==> src/rtl/cyber_war_pkg.sv <==
// Shared tug-of-war types: FSM states, LFSR geometry and seed.
// Used by cyber_player and the game core.
package cyber_war_pkg;

  typedef enum logic [1:0] {
    IDLE,
    ARMED,
    PRESS,
    COOLDOWN
  } state_e;

  localparam int LFSR_W = 10;
  localparam int TAP_HI = 9;
  localparam int TAP_LO = 6;

  localparam logic [LFSR_W-1:0] LFSR_SEED = '0;

  // XNOR feedback keeps all-zeros legal; all-ones is the lock-up state
  function automatic logic [LFSR_W-1:0] lfsr_next(
    input logic [LFSR_W-1:0] v
  );
    return {v[LFSR_W-2:0], ~(v[TAP_HI] ^ v[TAP_LO])};
  endfunction

endpackage

==> src/rtl/cyber_player_if.sv <==
// Game-side bundle between the difficulty switches, the
// automated player and the right-player input of the core.
interface cyber_player_if;
  logic       enable;
  logic [8:0] difficulty;
  logic       press;
  logic       key_n;
  logic       busy;

  modport master (
    output enable,
    output difficulty,
    input  press,
    input  key_n,
    input  busy
  );

  modport slave (
    input  enable,
    input  difficulty,
    output press,
    output key_n,
    output busy
  );
endinterface

==> src/rtl/lfsr10.sv <==
// 10-bit XNOR LFSR with synchronous active-low reset and
// an advance strobe; shared with the game core.
module lfsr10
  import cyber_war_pkg::*;
(
  input  logic              clk,
  input  logic              reset_n,
  input  logic              advance,
  output logic [LFSR_W-1:0] value
);

  logic [LFSR_W-1:0] value_q;
  logic [LFSR_W-1:0] value_d;

  always_comb begin
    value_d = value_q;
    if (advance) value_d = lfsr_next(value_q);
  end

  always_ff @(posedge clk) begin
    if (!reset_n) value_q <= LFSR_SEED;
    else          value_q <= value_d;
  end

  assign value = value_q;

endmodule

==> src/rtl/cyber_player.sv <==
// Automated tug-of-war opponent driving an emulated key.
// CYBER_LFSR_FREERUN_EN: LFSR advances every clock.
module cyber_player
  import cyber_war_pkg::*;
#(
  parameter int TICK_DIV   = 1,
  parameter int HOLD_TICKS = 1
) (
  input  logic           clk,
  input  logic           reset_n,
  cyber_player_if.slave  bus
);

  localparam int TW = (TICK_DIV > 1) ? $clog2(TICK_DIV) : 1;
  localparam int CW = (HOLD_TICKS > 1) ? $clog2(HOLD_TICKS) : 1;

  localparam logic [TW-1:0] TICK_LAST = TW'(TICK_DIV - 1);
  localparam logic [CW-1:0] COOL_INIT = CW'(HOLD_TICKS - 1);

  state_e            state_q, state_d;
  logic [TW-1:0]     tick_q, tick_d;
  logic [CW-1:0]     cool_q, cool_d;
  logic              press_q, press_d;
  logic              key_n, busy;
  logic              tick, press_req, advance;
  logic [LFSR_W-1:0] lfsr;

  assign tick      = (tick_q == TICK_LAST);
  assign press_req = ({1'b0, bus.difficulty} > lfsr);

`ifdef CYBER_LFSR_FREERUN_EN
  assign advance = 1'b1;
`else
  assign advance = bus.enable && tick && (state_q != IDLE);
`endif

  lfsr10 u_lfsr (
    .clk     (clk),
    .reset_n (reset_n),
    .advance (advance),
    .value   (lfsr)
  );

  always_comb begin
    tick_d = '0;
    if (bus.enable && !tick) tick_d = tick_q + 1'b1;
  end

  always_ff @(posedge clk) begin
    if (!reset_n) begin
      state_q <= IDLE;
      tick_q  <= '0;
      cool_q  <= '0;
      press_q <= 1'b0;
    end else begin
      state_q <= state_d;
      tick_q  <= tick_d;
      cool_q  <= cool_d;
      press_q <= press_d;
    end
  end

  always_comb begin
    state_d = state_q;
    cool_d  = cool_q;
    if (!bus.enable) begin
      state_d = IDLE;
      cool_d  = '0;
    end else begin
      unique case (state_q)
        IDLE: state_d = ARMED;
        ARMED: begin
          if (tick && press_req) state_d = PRESS;
        end
        PRESS: begin
          if (tick) begin
            state_d = COOLDOWN;
            cool_d  = COOL_INIT;
          end
        end
        COOLDOWN: begin
          if (tick) begin
            if (cool_q == '0) state_d = ARMED;
            else cool_d = cool_q - 1'b1;
          end
        end
        default: state_d = IDLE;
      endcase
    end
  end

  // press is registered so it marks only the entry into PRESS
  always_comb begin
    press_d = bus.enable && tick && press_req
              && (state_q == ARMED);
    key_n   = (state_q != PRESS);
    busy    = (state_q == PRESS) || (state_q == COOLDOWN);
  end

  assign bus.press = press_q;
  assign bus.key_n = key_n;
  assign bus.busy  = busy;

endmodule

==> src/flat_wrapper.sv <==
// flat-port wrapper written by rule: the top's interface ports become plain ports
module cyber_player_flat import cyber_war_pkg::*;
#(
  parameter int TICK_DIV   = 1,
  parameter int HOLD_TICKS = 1
)
  (clk, reset_n, bus_enable, bus_difficulty, bus_press, bus_key_n, bus_busy);
  cyber_player_if bus_i ();
  input  logic clk;
  input  logic reset_n;
  input wire logic [$bits(bus_i.enable)-1:0] bus_enable;
  input wire logic [$bits(bus_i.difficulty)-1:0] bus_difficulty;
  output wire logic [$bits(bus_i.press)-1:0] bus_press;
  output wire logic [$bits(bus_i.key_n)-1:0] bus_key_n;
  output wire logic [$bits(bus_i.busy)-1:0] bus_busy;
  assign bus_i.enable = bus_enable;
  assign bus_i.difficulty = bus_difficulty;
  assign bus_press = bus_i.press;
  assign bus_key_n = bus_i.key_n;
  assign bus_busy = bus_i.busy;
  cyber_player #(.TICK_DIV(TICK_DIV), .HOLD_TICKS(HOLD_TICKS)) u_core (.clk(clk), .reset_n(reset_n), .bus(bus_i));
endmodule
==> config.mk <==
export PLATFORM = sky130hd
export DESIGN_NAME = cyber_player_flat
export DESIGN_NICKNAME = d
export VERILOG_FILES = /design/src/rtl/cyber_war_pkg.sv /design/src/rtl/cyber_player_if.sv /design/src/rtl/lfsr10.sv /design/src/rtl/cyber_player.sv /design/src/flat_wrapper.sv
export SDC_FILE = /design/constraint.sdc
export NUM_CORES = 1
export LEC_CHECK = 0
export BUFFER_PORTS_ARGS = -buffer_cell sky130_fd_sc_hd__buf_2
export CORE_MARGIN = 2
export CORE_UTILIZATION = 50
export CTS_BUF_LIST = sky130_fd_sc_hd__clkbuf_4 sky130_fd_sc_hd__clkbuf_8
export DETAILED_ROUTE_END_ITERATION = 7
export GPL_TIMING_DRIVEN = 0
export PLACE_DENSITY_LB_ADDON = 0.05
export REMOVE_ABC_BUFFERS = 1
export SYNTH_ARGS = -nofsm -noshare
export SYNTH_HDL_FRONTEND = slang
export SYNTH_HIERARCHICAL = 1
export SYNTH_SLANG_ARGS = --single-unit
==> constraint.sdc <==
create_clock -name clk -period 4.8 [get_ports clk]
set_input_delay 1.2 -clock clk [delete_from_list [all_inputs] [get_ports clk]]
set_output_delay 1.2 -clock clk [all_outputs]
set_load 0.005 [all_outputs]
# Word-level counts from Yosys, hierarchy flattened
# Cells that the tools add are included.
# classes
add_sub_neg	2
multipliers	0
div	0
magnitude_cmp	1
eq_ne	8
shifts	0
n_mux	9
bitwise	3
n_reduce_logical	14
# ops
op	count
$gt A9 B10 Y1	1
$mux W2	4
$ne A2 B2 Y1 const B	4
$pmux W2 S4	1
$logic_and A1 B1 Y1	6
$eq A2 B2 Y1 const B	2
$reduce_and A2 Y1	2
$reduce_and A4 Y1	1
$reduce_bool A2 Y1	2
$mux W1	3
$reduce_and A3 Y1	1
$eq A2 B1 Y1 const B	1
$logic_not A2 Y1	1
$ne A2 B1 Y1 const B	1
$not A1 Y1	2
$pmux W1 S2	1
$add A1 B1 Y1 const B	1
$logic_or A1 B1 Y1	1
$sub A1 B1 Y1 const B	1
$xor A1 B1 Y1	1
# totals
register_bits	15
latchBits	0
ramBits	0
mem_bits_ro	0
word_cells	42
memories	0

# Depth between registers and ports, before layout
# logic_depth
depth_word	4
ltp_mapped	7

# Hierarchy
# Netlist, hierarchy kept.
# by_module_without_submodules
module	n_inst	cells_each	area_each_um2	seq_area_each_um2
cyber_player	1	68	540.5	80.1
lfsr10	1	34	386.6	200.2

# Worst setup path after synthesis
# OpenSTA, ideal clock, no wires.
# synth_timing
path_type	input to register
startpoint	in bus_difficulty[5]
endpoint	reg u_core.state_q[1]
setup_time_ps	132
arrival_time_ps	2328
t_required_ps	4668
setup_slack_ps	2340
cell_stages	6
path_buffers	0
cell_sequence	ha_1 > and4_1 > o21a_1 > o31a_1 > nor2_2 > o311ai_2
# synth_between
elab_chain_cells	4
# synth_rtl
item	line_no	rtl
from (decl)	flat_wrapper.sv:12	input wire logic [$bits(bus_i.difficulty)-1:0] bus_difficulty;
$gt A9 B10 Y1	cyber_player.sv:29	assign press_req = ({1'b0, bus.difficulty} > lfsr);
$logic_and A1 B1 Y1	cyber_player.sv:73	if (tick && press_req) state_d = PRESS;
$ne A2 B1 Y1 (no source line)	--	
$reduce_and A4 Y1 (no source line)	--	
to (signal assigned)	cyber_player.sv:56	state_q <= state_d;
to (decl)	cyber_player.sv:20	state_e state_q, state_d;
# Every way passes these cells.
# A chain may end at the register's enable or synchronous reset.

# Worst setup path after layout
# layout_timing
startpoint	reg u_core.state_q[0]
endpoint	out bus_busy
# layout_between
elab_chain_cells	2
word_cells_on_any_way	3
classes_between	eq/ne (2); reduce/logical (1)
# layout_rtl
item	line_no	rtl
$eq A2 B2 Y1	cyber_player.sv:97	busy = (state_q == PRESS) || (state_q == COOLDOWN);
$logic_or A1 B1 Y1 (*)	cyber_player.sv:97	
to (decl)	flat_wrapper.sv:15	output wire logic [$bits(bus_i.busy)-1:0] bus_busy;
# Every way passes the cells marked *; elsewhere a longest branch is shown, timed or not.

==> metrics.txt <==
drt total wl=1510 um; final hold viol count=0; Post-Synth Simple-Gate Area=0.2119; Root Buffer=clkbuf_4; fin worst setup slack=2284 ps; pre-CTS setup slack=2143 ps; Synth Flop Type=dfxtp_1; status=finished clean; # fillers=164; adder-cell share of the synthesized area=0.1889; Synth area leaders=dfxtp_1 30%, ha_1 19%, mux2i_1 9.7%, nor2b_1 6.1%, inv_1 5.3%; Die Area=2215 um^2; critical path required time=3600 ps; GPL Wtd Cong=0.7607; Vias/cell=4.917; sequential share of power=0.483; htree depth=1; Post-DP HPWL=1226 um; Post-synth top cells=14 x dfxtp_1, 14 x ha_1, 13 x inv_1; fin crit period=2516 ps; leak pwr=0.4531 nW; distinct cell type count after synthesis=32; Port Buffer Count=14; Yosys top cell area share=0.3023; Max Clock Freq=0.3974 GHz; Post-Synth XOR/XNOR Area=0.009447; Power Density=239.5 nW/um^2; Setup Skew=3.050 ps; vias in the first global route=647; Net Sw Frac=0.2612; post-CTS sizing=0; CP arrival=1320 ps; Critical Path Source Type=flip-flop; post-synthesis mux area share=0.09717; Final period util=0.5242; combinational fraction of design power=0.183; setup bufs post-CTS=0; Initial Util=0.5370; critical path fanouts, max=5; hold crit path type=flip-flop to flip-flop; all-layer global routing usage=0.1656; cts bufs inserted=3; final slew viol count=0; clk slew on worst S/H paths=90 ps; pin count of the biggest net entering global routing=14; Detail Route Antenna Nets=0; post-synthesis register bit count=14; Yosys warnings=6; layout cells sized above 1=0.2101; CTS tree=yes; syn_area_per_cell=9.090 um^2; vias=708; layout overhead on the synthesized area=14.98%; initial antenna violation count=0; core area=1727 um^2; Post-synth ARST share=0; Cells after Synth=102; Switch Pwr=0.06668 mW; hold buffer count at cts=0; internal power=0.1886 mW; EDFF count, synth=0; clock sinks=14; Synth area leader=dfxtp_1; 1st-pass router iterations=2; Worst-Skew Late Latency=280 ps; sequential fraction of the synthesis area=0.3023; Final setup viols=0; I/O pin count=15; kind of critical path=flip-flop to output pin; hold_ws=525.0 ps; grt ovf=0; Routed wire per std cell=10.49 um; first-pass GRT wire length=2532 um; Inserted Diodes=0; CP Capture Type=output pin; Rows=15; Clock power frac=0.334; Clock Path Buffers=2; Max Cap Viol=0; worst vdd ir=0.0001887 V; RSZ-0062 raised after global routing=no; final setup TNS=0 ps; Final Net Count=146; Post-Syn Area=927.1 um^2; Synth Area in Compound Gates=0.1174; Die X=47.06 um; main combinational cell family by area after synthesis=simple AND/OR/NAND/NOR gates; chip height=47.06 um; drt initial violations=6; DRC=0
-- kinds of logic after synthesis --
group | count (synthesis)
xor+xnor | 1
simple gates | 33
buf+inv | 15
fa+ha+maj | 14
compound gates | 15
flops | 14
mux | 9
other cells | 1
-- through the flow --
| stage | cells | util | instance area, um^2 | power, mW |
|---|---|---|---|---|
| detailed placement | 140 | 0.5964 | 1030 | 0.1735 |
| global route | 144 | 0.6174 | 1066 | 0.2677 |
| floorplan | 100 | - | 912.1 | 0.1573 |
| global placement | 139 | 0.5870 | 1013 | 0.1707 |
| finish | 144 | 0.6174 | 1066 | 0.2553 |
| CTS | 144 | 0.6174 | 1066 | 0.2591 |
-- cell type report --
| cell class | instances | area [um^2] | area share |
|---|---|---|---|
| sequential | 14 | 280.3 | 0.2629 |
| tap | 25 | 31.28 | 0.02934 |
| clock buffer | 4 | 36.28 | 0.03404 |
| timing repair buffer | 15 | 81.33 | 0.07629 |
| multi-input combinational | 73 | 588.1 | 0.5516 |
| inverter | 13 | 48.80 | 0.04577 |
-- flip-flops by register name (all words and copies together) (netlist names) --
register / cells
u_core/u_lfsr/value: 10
u_core/tick_q: 1
u_core/state_q: 2
u_core/bus.press: 1
-- power groups by stage --
stage | clock network (mW) | registers (mW) | logic (mW)
CTS | 0.0882 | 0.124 | 0.0474
global route | 0.0901 | 0.124 | 0.0536
global placement | 0 | 0.126 | 0.0445
detailed placement | 0 | 0.126 | 0.0472
floorplan | 0 | 0.125 | 0.0322
finish | 0.0852 | 0.123 | 0.0468
-- routing by layer --
| metal | track usage | wire length (um) | vias to the layer above |
|---|---|---|---|
| met1 | 0.2145 | 770 | 311 |
| li1 | - | - | 379 |
| met4 | 0.1000 | 36 | 0 |
| met2 | 0.2603 | 641 | 14 |
| met3 | 0.02308 | 62 | 4 |
| met5 | 0 | 0 | - |
-- cell usage in the layout (no fill, tap or decap), types with 2 or more instances in the layout --
cell type / Yosys / routed
dfxtp_1: 14 / 14
nor2b_1: 9 / 9
nor2_1: 2 / 2
o21ai_0: 2 / 2
inv_1: 13 / 13
buf_2: 0 / 14
a21o_1: 2 / 2
nor3_1: 3 / 3
a21oi_1: 5 / 5
clkbuf_4: 0 / 3
nand2_1: 5 / 5
ha_1: 14 / 14
mux2i_1: 9 / 9
nand3_1: 4 / 4
-- path summary, 6_finish.rpt --
kind	from	endpoint	slack (ps)	cells past startpoint
min reg2reg	u_core/u_lfsr/value[0]	u_core/u_lfsr/value[0]	530	2
min	u_core/u_lfsr/value[0]	u_core/u_lfsr/value[0]	530	2
max reg2reg	u_core/u_lfsr/value[5]	u_core/state_q[1]	3050	7
max	u_core/state_q[0]	bus_busy	2280	4
-- worst max-delay path, stage by stage, from the launching register on --
cell,delay [ps]
dfxtp_1,400
inv_1,80
ha_1,200
or2_1,220
buf_2,130
Power figures use the tool's default switching activity.
